--- src/rtl/fetch_pkg.sv ---
// Shared types and defaults for the fetch sequencer.
package fetch_pkg;

  typedef enum logic [1:0] {
    StIdle = 2'd0,
    StRun  = 2'd1,
    StHalt = 2'd2
  } seq_state_t;

  localparam int unsigned DDefault         = 9;
  localparam int unsigned StartAddrDefault = 0;
  localparam int unsigned OfsWDefault      = 8;
  localparam int unsigned CntWDefault      = 16;

endpackage

--- src/rtl/fetch_sequencer_if.sv ---
// Control/status bundle between the sequencer and its environment.
interface fetch_sequencer_if
  import fetch_pkg::*;
#(
  parameter int unsigned D     = DDefault,
  parameter int unsigned OFS_W = OfsWDefault,
  parameter int unsigned CNT_W = CntWDefault
);
  logic             start;
  logic             stall;
  logic             halt_req;
  logic             jump_en;
  logic [D-1:0]     jump_target;
  logic             br_en;
  logic [OFS_W-1:0] br_ofs;
  logic [D-1:0]     prog_ctr;
  logic             fetch_valid;
  logic             done;
  logic [CNT_W-1:0] instr_cnt;
  logic [CNT_W-1:0] cycle_cnt;

  // Environment side: drives control, observes PC and status.
  modport master (
    output start, stall, halt_req, jump_en, jump_target, br_en, br_ofs,
    input  prog_ctr, fetch_valid, done, instr_cnt, cycle_cnt
  );

  // Sequencer side.
  modport slave (
    input  start, stall, halt_req, jump_en, jump_target, br_en, br_ofs,
    output prog_ctr, fetch_valid, done, instr_cnt, cycle_cnt
  );
endinterface

--- src/rtl/sat_counter.sv ---
// Saturating up-counter with synchronous clear; clear wins over increment.
module sat_counter #(
  parameter int unsigned W = 16
) (
  input  logic         clk,
  input  logic         rst_n,
  input  logic         clr,
  input  logic         inc,
  output logic [W-1:0] q
);
  logic [W-1:0] q_q, q_d;

  // Next count: clear, else increment unless already at all-ones.
  always_comb begin
    q_d = q_q;
    if (clr) begin
      q_d = '0;
    end else if (inc && (q_q != '1)) begin
      q_d = q_q + W'(1);
    end
  end

  // Count register with synchronous active-low reset.
  always_ff @(posedge clk) begin
    if (!rst_n) begin
      q_q <= '0;
    end else begin
      q_q <= q_d;
    end
  end

  assign q = q_q;
endmodule

--- src/rtl/fetch_sequencer.sv ---
// Program-counter controller: start/run/stall/halt sequencing, jumps,
// PC-relative branches and retired-instruction / run-cycle counters.
module fetch_sequencer
  import fetch_pkg::*;
#(
  parameter int unsigned D          = DDefault,
  parameter int unsigned START_ADDR = StartAddrDefault,
  parameter int unsigned OFS_W      = OfsWDefault,
  parameter int unsigned CNT_W      = CntWDefault
) (
  input logic              clk,
  input logic              rst_n,
  fetch_sequencer_if.slave bus
);
  localparam logic [D-1:0] StartPc = START_ADDR[D-1:0];

  seq_state_t   state_q, state_d;
  logic [D-1:0] pc_q, pc_d;
  logic [D-1:0] ofs_ext;
  logic         cnt_clr;
  logic         instr_inc;
  logic         cycle_inc;

  // Offset is two's complement; PC arithmetic wraps modulo 2**D.
  assign ofs_ext = {{(D - OFS_W){bus.br_ofs[OFS_W-1]}}, bus.br_ofs};

  // Next state, next PC and counter strobes; halt > stall > jump > branch > increment.
  always_comb begin
    state_d   = state_q;
    pc_d      = pc_q;
    cnt_clr   = 1'b0;
    instr_inc = 1'b0;
    cycle_inc = 1'b0;
    case (state_q)
      StIdle, StHalt: begin
        if (bus.start) begin
          state_d = StRun;
          pc_d    = StartPc;
          cnt_clr = 1'b1;
        end
      end
      StRun: begin
        cycle_inc = 1'b1;
        if (bus.halt_req) begin
          // The halt instruction itself retires.
          state_d   = StHalt;
          instr_inc = 1'b1;
        end else if (!bus.stall) begin
          instr_inc = 1'b1;
          if (bus.jump_en) begin
            pc_d = bus.jump_target;
          end else if (bus.br_en) begin
            pc_d = pc_q + ofs_ext;
          end else begin
            pc_d = pc_q + D'(1);
          end
        end
      end
      default: begin
        state_d = StIdle;
      end
    endcase
  end

  // State and PC registers with synchronous active-low reset.
  always_ff @(posedge clk) begin
    if (!rst_n) begin
      state_q <= StIdle;
      pc_q    <= StartPc;
    end else begin
      state_q <= state_d;
      pc_q    <= pc_d;
    end
  end

  sat_counter #(
    .W (CNT_W)
  ) u_instr_cnt (
    .clk   (clk),
    .rst_n (rst_n),
    .clr   (cnt_clr),
    .inc   (instr_inc),
    .q     (bus.instr_cnt)
  );

  sat_counter #(
    .W (CNT_W)
  ) u_cycle_cnt (
    .clk   (clk),
    .rst_n (rst_n),
    .clr   (cnt_clr),
    .inc   (cycle_inc),
    .q     (bus.cycle_cnt)
  );

  assign bus.prog_ctr    = pc_q;
  assign bus.fetch_valid = (state_q == StRun);
  assign bus.done        = (state_q == StHalt);
endmodule

--- src/flat_wrapper.sv ---
// flat-port wrapper written by rule: the top's interface ports become plain ports
module fetch_sequencer_flat import fetch_pkg::*;
#(
  parameter int unsigned D          = DDefault,
  parameter int unsigned START_ADDR = StartAddrDefault,
  parameter int unsigned OFS_W      = OfsWDefault,
  parameter int unsigned CNT_W      = CntWDefault
)
  (clk, rst_n, bus_start, bus_stall, bus_halt_req, bus_jump_en, bus_jump_target, bus_br_en, bus_br_ofs, bus_prog_ctr, bus_fetch_valid, bus_done, bus_instr_cnt, bus_cycle_cnt);
  fetch_sequencer_if #(.D(D), .OFS_W(OFS_W), .CNT_W(CNT_W)) bus_i ();
  input logic clk;
  input logic rst_n;
  input wire logic [$bits(bus_i.start)-1:0] bus_start;
  input wire logic [$bits(bus_i.stall)-1:0] bus_stall;
  input wire logic [$bits(bus_i.halt_req)-1:0] bus_halt_req;
  input wire logic [$bits(bus_i.jump_en)-1:0] bus_jump_en;
  input wire logic [$bits(bus_i.jump_target)-1:0] bus_jump_target;
  input wire logic [$bits(bus_i.br_en)-1:0] bus_br_en;
  input wire logic [$bits(bus_i.br_ofs)-1:0] bus_br_ofs;
  output wire logic [$bits(bus_i.prog_ctr)-1:0] bus_prog_ctr;
  output wire logic [$bits(bus_i.fetch_valid)-1:0] bus_fetch_valid;
  output wire logic [$bits(bus_i.done)-1:0] bus_done;
  output wire logic [$bits(bus_i.instr_cnt)-1:0] bus_instr_cnt;
  output wire logic [$bits(bus_i.cycle_cnt)-1:0] bus_cycle_cnt;
  assign bus_i.start = bus_start;
  assign bus_i.stall = bus_stall;
  assign bus_i.halt_req = bus_halt_req;
  assign bus_i.jump_en = bus_jump_en;
  assign bus_i.jump_target = bus_jump_target;
  assign bus_i.br_en = bus_br_en;
  assign bus_i.br_ofs = bus_br_ofs;
  assign bus_prog_ctr = bus_i.prog_ctr;
  assign bus_fetch_valid = bus_i.fetch_valid;
  assign bus_done = bus_i.done;
  assign bus_instr_cnt = bus_i.instr_cnt;
  assign bus_cycle_cnt = bus_i.cycle_cnt;
  fetch_sequencer #(.D(D), .START_ADDR(START_ADDR), .OFS_W(OFS_W), .CNT_W(CNT_W)) u_core (.clk(clk), .rst_n(rst_n), .bus(bus_i));
endmodule
--- config.mk ---
export PLATFORM = sky130hd
export DESIGN_NAME = fetch_sequencer_flat
export DESIGN_NICKNAME = d
export VERILOG_FILES = /design/src/rtl/fetch_pkg.sv /design/src/rtl/fetch_sequencer_if.sv /design/src/rtl/sat_counter.sv /design/src/rtl/fetch_sequencer.sv /design/src/flat_wrapper.sv
export SDC_FILE = /design/constraint.sdc
export NUM_CORES = 1
export LEC_CHECK = 0
export ABC_AREA = 1
export CORE_ASPECT_RATIO = 1.1
export CORE_UTILIZATION = 55
export CTS_CLUSTER_DIAMETER = 200
export CTS_CLUSTER_SIZE = 30
export DETAILED_ROUTE_END_ITERATION = 10
export PLACE_DENSITY_LB_ADDON = 0.08
export SETUP_SLACK_MARGIN = 0.2
export SLEW_MARGIN = 0
export SYNTH_ARGS = -nofsm -noshare
export SYNTH_HDL_FRONTEND = slang
export SYNTH_SLANG_ARGS = --single-unit
--- constraint.sdc ---
create_clock -name clk -period 4.65 [get_ports clk]
set_clock_uncertainty 0.2 [all_clocks]
set_input_delay 0.93 -clock clk [delete_from_list [all_inputs] [get_ports clk]]
set_output_delay 0.93 -clock clk [all_outputs]
set_load 0.05 [all_outputs]
======== Word level (Yosys, flattened, before mapping) ========
Index checks and enable logic that the tools add are counted.
cells by class
  add/sub/neg operators ................... 4
  muxes and demuxes ....................... 15
  reduce and logical (&&, ||, !) cells .... 8
  bitwise operators ....................... 1
  equality and inequality tests ........... 8
operator list
  kind                   count
  $mux 9                 5
  $add 16x1->16 const B  2
  $ne 16x16->1 const B   2
  $pmux 9 s2             1
  $add 9x1->9 const B    1
  $add 9x9->9            1
  $ne 2x2->1 const B     4
  $mux 1                 6
  $mux 2                 2
  $pmux 2 s2             1
  $reduce_and 4->1       1
  $reduce_or 2->1        2
  $eq 2x1->1 const B     1
  $eq 2x2->1 const B     1
  $logic_and 1x1->1      2
  $logic_not 2->1        1
  $reduce_and 2->1       1
  $reduce_bool 2->1      1
  $not 1->1              1
word-level totals
  output and inout port bits .............. 43
  bits in registers ....................... 43
  word-level logic and storage cells ...... 40
  input port bits ......................... 24

======== Depth between registers and ports, before layout ========
Gate-level depths: netlist of run 1.
  depth after elaboration ................. 6
  depth in mapped cells ................... 14
  gate-level depth less buffers ........... 14

======== Hierarchy ========
A second synthesis of run 1 with hierarchy kept.
second synthesis, totals
  cell total of the unflattened synthesis .. 474
  area total of the unflattened synthesis .. 2867.8 µm²
by module, submodules not included
  module           cells each  area each (µm²)  sequential area each (µm²)  times used
  sat_counter      153         910.9            320.3                       2
  fetch_sequencer  168         1046.0           220.2                       1

======== Worst setup path before layout of run 1 ========
No wires, ideal clock.
  kind .................................... in2reg
  from .................................... input port bus_br_en
  to ...................................... register u_core.pc_q[4] (netlist: u_core.bus.prog_ctr[4])
  cell stages on the path ................. 12
  path slack .............................. 2.044 ns
  required time ........................... 4.328 ns
  buffers on the path ..................... 1
  arrival time ............................ 2.284 ns
  library setup time ...................... 0.122 ns
  cells stage by stage .................... clkbuf_1 nand2_1 ha_1 inv_1 fa_1 inv_1 nand2_1 nand2_1 nand2_1 xnor2_1 o21ai_0 a21oi_1
on the way
  longest elaborated chain between the ends .. 5
RTL lines
  element               RTL line               text
  from (decl)           flat_wrapper.sv:18     input wire logic [$bits(bus_i.br_en)-1:0] bus_br_en;
  $mux 9                fetch_sequencer.sv:52  end else if (bus.br_en) begin
  $mux 9                fetch_sequencer.sv:50  if (bus.jump_en) begin
  $mux 9                fetch_sequencer.sv:48  end else if (!bus.stall) begin
  $mux 9                fetch_sequencer.sv:44  if (bus.halt_req) begin
  $pmux 9 s2            fetch_sequencer.sv:34  case (state_q)
  to (signal assigned)  fetch_sequencer.sv:69  pc_q <= StartPc;
  to (signal assigned)  fetch_sequencer.sv:72  pc_q <= pc_d;
  to (decl)             fetch_sequencer.sv:18  logic [D-1:0] pc_q, pc_d;
No other way between the ends. The select of a mux whose other input is x is not followed.
A chain may end at the register's enable or synchronous reset.

======== Worst setup path in the final report of run 1 ========
  from .................................... register u_core.state_q[0]
  to ...................................... output port bus_fetch_valid
on the way
  longest elaborated chain between the ends .. 1
RTL lines
  element                 RTL line               text
  from (decl)             fetch_sequencer.sv:17  seq_state_t state_q, state_d;
  from (signal assigned)  fetch_sequencer.sv:68  state_q <= StIdle;
  from (signal assigned)  fetch_sequencer.sv:71  state_q <= state_d;
  $eq 2x1->1              fetch_sequencer.sv:97  assign bus.fetch_valid = (state_q == StRun);
  to (decl)               flat_wrapper.sv:21     output wire logic [$bits(bus_i.fetch_valid)-1:0] bus_fetch_valid;
No other way between the ends.

==> impl_metrics.csv, run 1 <==
group,metric,value,unit
synth,synth.distinct_cells,32,
clock_network,cts_sinks,43,
finish,drive_gt1_share,6.18,%
synth,synth.ff_latch_count,43,
drt,vias,2994,
critical_path,crit_required,3520,ps
placement,placedInstanceArea,3550,um2
clock_network,cts_made_buffers,5,
drt,drc,7,
timing,fin_setup_tns,0,ps
drt,dr.pass1.iters,7,
clock_network,cts_root_buf,"clkbuf_8",
critical_path,critPathArrivalTime,1850,ps
critical_path,start_kind,"flip-flop",
power,swShare,27.4,%
floorplan,die_h,78.1,um
clock_network,cts_resized,0,
critical_path,worstSetupStartpoint,"u_core.state_q[0]$_SDFFE_PN0P_",
timing,slew_violations,0,
power,p_sw,219,uW
floorplan,fp-row-count,27,
clock_network,postCtsSetupBuffers,0,
timing,tightest_slew,502,ps
finish,area_growth,26.5,%
run_status,outcome,"complete, but fails checks",
finish,fin_area,3660,um2
critical_path,r2r_start,"u_core.u_cycle_cnt.q[1]$_SDFFE_PP0P_",
timing,fin_crit,2980,ps
timing,setup_ws,1670,ps
run,cap_viol_max_count,0,
critical_path,worstSetupPathType,"reg2out",
run_status,violations,"design-rule violations",
clock_network,ctsHtreeMaxLevel,2,
timing,rsz0062_at_grt,"no",
critical_path,reg2reg_depth,8,
clock_network,clock_latency,300,ps
floorplan,ios,67,
synth,synth_seq_area_share,29.7,%
power,ir_drop,0.163,mV
synth,synth_area,2900,um2
global_route,grt_start_max_net_pins,23,
power,finalPower,799,uW
critical_path,crit_fanout,7,
finish,fillers,441,
global_route,track_usage,27.3,%
synth,syn_inst,452,
finish,final_util,72.8,%
worst_hold_path,min_from,"u_core.bus.prog_ctr[4]$_SDFFE_PN0P_",
power,seqPwrFrac,47.2,%
global_route,grt_first_pass_wirelength,12400,um
drt,viasPerCell,5.20,
synth,syn_nets,487,
finish,antenna_cells,0,
critical_path,end_kind,"output pin",
power,power.density,218,nW/um2
timing,maxClockFrequency,335,MHz
worst_hold_path,whs_path_depth,2,
timing,slew_headroom,66.4,%
floorplan,core_area,5030,um2
drt,ant_nets,0,
power,p_int,581,uW
global_route,antenna_found_initial,0,
synth,avgSynthCellArea,6.41,um2
clock_network,clockBufferDepth,2,
floorplan,die_x,71.2,um
power,pwr-share-clk,37.0,%
power,leakagePower,0.00147,uW
drt,routed_wirelength,7110,um
placement,gp_congestion,0.879,
placement,dpl.hpwl,5200,um
clock_network,cts_tree,"built",
global_route,grt.overflow.total,0,
timing,setup_viol,0,
placement,pre_cts_slack,1430,ps
drt,avgRoutedWirePerCell,12.4,um
global_route,grt_pass1_vias,2807,
finish,nets,552,
clock_network,holdBufCountCts,0,
synth,yosys_warnings,0,
worst_hold_path,hold_class,"reg2reg",
floorplan,start_util,57.6,%
timing,finalCritPeriodShare,64.2,%
floorplan,dieArea,5560,um2
power,power_frac_comb,15.8,%
drt,drtIter0Drc,121,
clock_network,clk_pin_slew,90,ps
timing,final-hold-violation-count,0,
placement,port_buffers,66,
critical path, cell delays in order, from the launching register on:
cell             delay, ps
dfxtp_1                370
nand2_2                140
inv_1                  200
clkdlybuf4s50_1        840
layout make-up:
class	instances	area, um2	share of cell area (%)
clock buffers	5	68.8	1.88
repair buffers	67	668	18.2
multi-input cells	341	1730	47.2
inverters	59	221	6.04
flip-flops and latches	43	861	23.5
well taps	58	72.6	1.98
clock inverters	3	43.8	1.19
Yosys cell counts:
cell type	instances	share of area, %
a21oi_4	1	0.56
nand4_2	1	0.43
nand4_1	7	1.5
fa_1	1	0.69
nand2_1	137	18
or2_2	3	0.65
a211oi_1	1	0.26
and2_1	1	0.22
ha_1	10	4.3
nand3_2	2	0.69
buf_4	1	0.26
o21ai_1	1	0.17
nor3_1	7	1.2
nor2_2	2	0.43
o21ai_4	1	0.56
dfxtp_1	43	30
nand3b_1	3	0.78
clkbuf_8	1	0.47
xnor2_1	4	1.2
clkbuf_1	3	0.39
o21ai_0	13	2.2
xor2_1	14	4.2
buf_6	3	1.2
a21oi_2	7	2.1
nand3_1	30	5.2
nand2_2	4	0.86
inv_1	58	7.5
nor2_1	59	7.6
clkinv_1	1	0.13
buf_12	1	0.69
nor2_4	2	0.78
a21oi_1	30	5.2
through the flow:
stage	cells	hold slack, ps
final	576	292
after global routing	576	323
after CTS	576	294
after detailed placement	568	280
after global placement	568	274
after floorplan	452	363
power groups by stage:
stage          sequential (uW)  clock [uW]  combinational (uW)
2_1_floorplan              399           0                73.5
3_3_place_gp               386           0                 124
3_5_place_dp               386           0                 126
4_1_cts                    378         303                 127
5_1_grt                    378         317                 139
6_report                   378         296                 126
registers in the layout (all words and copies together), names as in the netlist:
signal and flops:
u_core.u_instr_cnt.q 16, u_core.state_q 2, u_core.u_cycle_cnt.q 16, u_core.bus.prog_ctr 9
worst paths after layout:
path,end,slack (ps)
setup / recovery,bus_fetch_valid,1670
hold / removal,u_core.bus.prog_ctr[4]$_SDFFE_PN0P_,290
setup reg to reg,u_core.u_cycle_cnt.q[9]$_SDFFE_PP0P_,2510
hold reg to reg,u_core.bus.prog_ctr[4]$_SDFFE_PN0P_,290
logic make-up (layout without fill, tap and decap cells):
kind of cell	after synthesis	count (layout)	synth area share (%)
xor gates and xnor gates	18	18	5.44
and+or+nand+nor	258	258	38.1
DFF	43	43	29.7
adders and majority gates	11	11	5.01
AOI/OAI and AO/OA	54	54	11.1
buffers and inverters	68	134	10.6
placed cells by master (no fill, tap or decap):
cell             Yosys  routed
a21oi_4              1       1
clkinv_2             0       1
nor3_1               7       7
ha_1                10      10
nand4_1              7       7
xnor2_1              4       4
clkinv_4             0       1
dfxtp_1             43      43
nand3_1             30      30
a21oi_1             30      30
clkinv_1             1       1
a211oi_1             1       1
nor2_1              59      59
a21oi_2              7       7
nor2_4               2       2
clkbuf_8             1       5
o21ai_1              1       1
or2_2                3       3
nand2_2              4       4
buf_4                1       1
o21ai_4              1       1
and2_1               1       1
nand3_2              2       2
xor2_1              14      14
inv_1               58      58
bufinv_16            0       1
o21ai_0             13      13
clkdlybuf4s50_1      0      66
nor2_2               2       2
nand3b_1             3       3
nand4_2              1       1
fa_1                 1       1
nand2_1            137     137
routing by layer:
| metal | share of wire, % | wire, um | global-route usage [%] |
|---|---|---|---|
| met5 | 0 | 0 | 0 |
| met4 | 1.9 | 134 | 10.8 |
| met3 | 4.4 | 316 | 3.98 |
| met2 | 50 | 3530 | 48.4 |
| met1 | 44 | 3140 | 33.0 |
No activity file was read; power rests on OpenSTA's default activity.
==> run 2, diff against run 1 <==
CORE_UTILIZATION = 51   (was 55)
clock period = 3.1 ns   (was 4.65 ns; I/O delays follow)
==> run 2 against run 1 <==
The flow now finishes without violations; sequential cell count stayed put; worst setup slack worse by 1200 ps; non-clock buffer count stayed put; routed wire length is 4.8% lower; first-iteration DRC count is 21% higher; critical path depth stayed put; combinational power is 51% higher; sequential share of layout area hardly changed; sequential power is 50% higher; clock power is 18% higher; register-to-register slack worse by 1600 ps; critical endpoint unchanged.
==> impl_metrics.csv, run 2 (synthesis gave the netlist of run 1 again) <==
group,metric,value,unit
critical_path,r2r-end,"u_core.u_cycle_cnt.q[13]$_SDFFE_PP0P_",
global_route,grt.overflow.total,0,
timing,slew_headroom,65.5,%
global_route,track_usage,23.9,%
floorplan,start_util,53.4,%
clock_network,cts_tree,"built",
clock_network,cts_made_buffers,5,
drt,met1Wirelength,3100,um
drt,avgRoutedWirePerCell,11.4,um
drt,wl_met2,3190,um
critical_path,worstSetupPathType,"reg2out",
clock_network,clock_latency,290,ps
critical_path,end_kind,"output pin",
floorplan,die_x,73.9,um
run_status,outcome,"finished, final reports clean",
floorplan,core_area,5430,um2
critical_path,reg2reg_slack,940,ps
drt,dr_wl_met3,416,um
power,ir_drop,0.318,mV
critical_path,critPathArrivalTime,1820,ps
floorplan,ios,67,
drt,routed_wirelength,6780,um
power,finalPower,1110,uW
drt,viasPerCell,5.04,
critical_path,crit_fanout,7,
timing,tightest_slew,517,ps
finish,stdcell_count,593,
floorplan,die_h,81.1,um
critical_path,start_kind,"flip-flop",
drt,ant_nets,0,
critical_path,reg2reg_depth,8,
finish,area_growth,26.3,%
timing,setup_viol,0,
global_route,grt_start_max_net_pins,22,
drt,drtIter0Drc,146,
clock_network,clk_pin_slew,80,ps
critical_path,worstSetupStartpoint,"u_core.state_q[0]$_SDFFE_PN0P_",
floorplan,fp-row-count,28,
power,power.density,302,nW/um2
finish,nets,552,
timing,rsz0062_at_grt,"no",
clock_network,cts_sinks,43,
global_route,grt_first_pass_wirelength,11300,um
finish,drive_gt1_share,5.98,%
clock_network,cts_root_buf,"clkbuf_8",
finish,final_common_cell,"nand2_1",
timing,slew_violations,0,
drt,dr.pass1.iters,5,
placement,dpl.hpwl,5030,um
finish,mostFrequentLayoutCells,"nand2_1, clkdlybuf4s50_1, nor2_1, inv_1, dfxtp_1",
timing,fin_crit,2640,ps
critical_path,crit_required,2280,ps
global_route,antenna_found_initial,0,
placement,port_buffers,66,
placement,gp_congestion,0.890,
worst_hold_path,min_to,"u_core.bus.prog_ctr[7]$_SDFFE_PN0P_",
timing,hold_slack,291,ps
power,leakagePower,0.00145,uW
worst_hold_path,hold_class,"reg2reg",
timing,final-hold-violation-count,0,
worst_hold_path,min_from,"u_core.bus.prog_ctr[7]$_SDFFE_PN0P_",
global_route,grt_pass1_vias,2618,
clock_network,holdBufCountCts,0,
critical_path,r2r_start,"u_core.u_cycle_cnt.q[0]$_SDFFE_PP0P_",
clock_network,postCtsSetupBuffers,0,
clock_network,clockBufferDepth,2,
worst_hold_path,whs_path_depth,2,
timing,fin_setup_tns,0,ps
floorplan,dieArea,5990,um2
finish,antenna_cells,0,
run,cap_viol_max_count,0,
drt,vias,2990,
clock_network,cts_resized,0,
drt,drc,0,
clock_network,ctsHtreeMaxLevel,2,
placement,place_inst,585,
timing,maxClockFrequency,378,MHz
timing,finalCritPeriodShare,85.3,%
drt,topRoutingLayerUsed,"met4",
[run 2: changes by cell type in the layout (fill, tap and decap cells not counted)]
cell / before / now
clkbuf_1: 0 / 1
clkinv_4: 1 / 0
bufinv_16: 1 / 0
clkinvlp_4: 0 / 1
[run 2: critical path, stage by stage (launching register included)]
cell and delay [ps]:
dfxtp_1 370, nand2_2 140, inv_1 190, clkdlybuf4s50_1 830
[run 2: stage by stage]
step / instance area (um2) / util, % / worst slack (ps)
6_report: 3660 / 67.4 / 455
5_1_grt: 3660 / 67.4 / 385
2_1_floorplan: 2900 / - / 804
3_5_place_dp: 3570 / 65.8 / 184
4_1_cts: 3660 / 67.4 / 449
3_3_place_gp: 3570 / 65.8 / 272
[run 2: per-layer routing]
metal  up-vias  global-route usage [%]
met5         -                       0
met1      1336                    30.4
met2        96                    40.1
met4         0                    7.88
met3         6                    4.96
li1       1552                       -
[run 2: final cells by class]
type,count,area (um2)
Clock buffer,6,72.6
Clock inverter,2,12.5
Fill cell,502,1770
Inverter,59,221
Multi-Input combinational cell,341,1730
Sequential cell,43,861
Tap cell,75,93.8
Timing Repair Buffer,67,668
[run 2: worst max path at each step]
stage	end	slack (ps)	cells past startpoint
detailed placement	u_core.bus.prog_ctr[4]$_SDFFE_PN0P_	180	12
global route	u_core.bus.prog_ctr[4]$_SDFFE_PN0P_	380	12
floorplan	u_core.bus.prog_ctr[4]$_SDFFE_PN0P_	800	12
CTS	bus_fetch_valid	450	3
finish	bus_fetch_valid	460	3
global placement	u_core.bus.prog_ctr[4]$_SDFFE_PN0P_	270	12
[run 2: power by group]
part	internal, uW	switching (uW)	total, uW
Sequential	559	7.17	566
Clock	158	191	349
Combinational	71.9	118	190
Total	789	317	1110
==> run 3, diff against run 2 <==
CORE_MARGIN = 5   (was unset)
CORE_UTILIZATION = 55   (was 51)
clock period = 3.21 ns   (was 3.1 ns; I/O delays follow)
==> run 3 against run 2 <==
Final cell count is 2.9% lower; non-clock buffer count stayed put; power is 11% higher; critical endpoint unchanged.
==> impl_metrics.csv, run 3 (synthesis gave the netlist of run 1 again) <==
group,metric,value,unit
run,cap_viol_max_count,0,
global_route,grt.overflow.total,0,
critical_path,crit_required,2370,ps
clock_network,cts_tree,"built",
drt,dr.pass1.iters,4,
clock_network,cts_resized,0,
clock_network,clockBufferDepth,2,
clock_network,clock_latency,300,ps
critical_path,worstSetupPathType,"reg2out",
finish,antenna_cells,0,
critical_path,cp.depth,4,
critical_path,cp_common_cell,"inv_1",
worst_hold_path,hold_class,"reg2reg",
critical_path,reg2reg_depth,8,
timing,fin_setup_tns,0,ps
floorplan,core_area,5070,um2
clock_network,ctsHtreeMaxLevel,2,
drt,avgRoutedWirePerCell,12.3,um
finish,multi_input_comb_area,1730,um2
timing,setup_viol,0,
timing,fin_crit,2680,ps
global_route,grt_start_max_net_pins,22,
critical_path,critPathArrivalTime,1840,ps
timing,tightest_slew,507,ps
finish,fillers,445,
global_route,grt_pass1_vias,2669,
clock_network,cts_made_buffers,5,
clock_network,cts_sinks,43,
clock_network,clk_pin_slew,90,ps
global_route,track_usage,21.1,%
critical_path,start_kind,"flip-flop",
floorplan,fp-row-count,27,
placement,placedInstanceArea,3550,um2
drt,vias,2947,
critical_path,end_kind,"output pin",
clock_network,cts_root_buf,"clkbuf_8",
critical_path,crit_fanout,7,
floorplan,dieArea,6820,um2
power,ir_drop,0.271,mV
timing,slew_headroom,66.1,%
placement,gp_congestion,0.956,
drt,ant_nets,0,
drt,drc,0,
critical_path,worstPathCellList,"inv_1 -> nand2_2 -> inv_1 -> clkdlybuf4s50_1",
drt,viasPerCell,5.12,
timing,maxClockFrequency,373,MHz
finish,mostFrequentLayoutCells,"nand2_1, clkdlybuf4s50_1, nor2_1, inv_1, dfxtp_1",
critical_path,cp_num_buf_inv,3,
finish,final_common_cell,"nand2_1",
timing,rsz0062_at_grt,"no",
worst_hold_path,whs_path_depth,2,
critical_path,cp_top_family,"buffers and inverters",
power,power.density,334,nW/um2
floorplan,start_util,57.2,%
global_route,grt_first_pass_wirelength,11900,um
drt,routed_wirelength,7100,um
clock_network,holdBufCountCts,0,
floorplan,die_x,79.2,um
timing,final-hold-violation-count,0,
critical_path,crit_slowest_cell,"clkdlybuf4s50_1",
global_route,antenna_found_initial,0,
finish,area_growth,27.2,%
critical_path,max_stage_delay,840,ps
timing,finalCritPeriodShare,83.4,%
floorplan,die_h,86.1,um
finish,fin_area,3680,um2
drt,drtIter0Drc,141,
placement,dpl.hpwl,5360,um
run_status,outcome,"finished, final reports clean",
finish,seq_area,861,um2
clock_network,postCtsSetupBuffers,0,
power,leakagePower,0.00148,uW
placement,port_buffers,66,
timing,slew_violations,0,
floorplan,ios,67,
finish,nets,552,
finish,drive_gt1_share,5.98,%
run 3: layout make-up:
class	count	area share [%]
clock inverter	2	1.63
multi-input combinational	341	46.9
clock buffer	6	1.97
inverter	59	6.01
tap	58	1.97
timing repair buffer	67	18.1
sequential	43	23.4
run 3: path summary, 6_finish.rpt:
path | from | endpoint | slack [ps]
setup / recovery | u_core.state_q[1]$_SDFFE_PN0P_ | bus_fetch_valid | 530
hold / removal | u_core.bus.prog_ctr[4]$_SDFFE_PN0P_ | u_core.bus.prog_ctr[4]$_SDFFE_PN0P_ | 290
setup reg to reg | u_core.u_cycle_cnt.q[0]$_SDFFE_PP0P_ | u_core.u_cycle_cnt.q[13]$_SDFFE_PP0P_ | 1110
hold reg to reg | u_core.bus.prog_ctr[4]$_SDFFE_PN0P_ | u_core.bus.prog_ctr[4]$_SDFFE_PN0P_ | 290
run 3: per-stage QoR:
stage	setup slack (ps)	hold slack [ps]	util, %	std cells	power, uW
global route	426	333	72.7	576	1280
floorplan	892	363	-	452	684
CTS	508	299	72.7	576	1240
global placement	366	274	70.1	568	741
detailed placement	304	287	70.1	568	743
finish	532	295	72.7	576	1230
run 3: worst register-to-register path, stage by stage (launching register included):
cell and delay, ps:
dfxtp_1 420, ha_1 250, nand3_2 140, nor2_4 160
nand3_2 80, nand2_2 290, inv_1 270, nand2_1 150
a21oi_2 50
run 3: power by group:
group / switching, uW / leakage (uW) / internal, uW / total [uW]
logic: 114 / 0.00106 / 69.6 / 184
registers: 7.17 / 0.000347 / 540 / 547
clock network: 189 / 0.0000654 / 311 / 500
run 3: layer usage:
| metal | track usage [%] | wire, um |
|---|---|---|
| met5 | 0 | 0 |
| met3 | 3.68 | 379 |
| met1 | 28.2 | 3240 |
| met2 | 34.6 | 3380 |
| met4 | 6.25 | 95 |
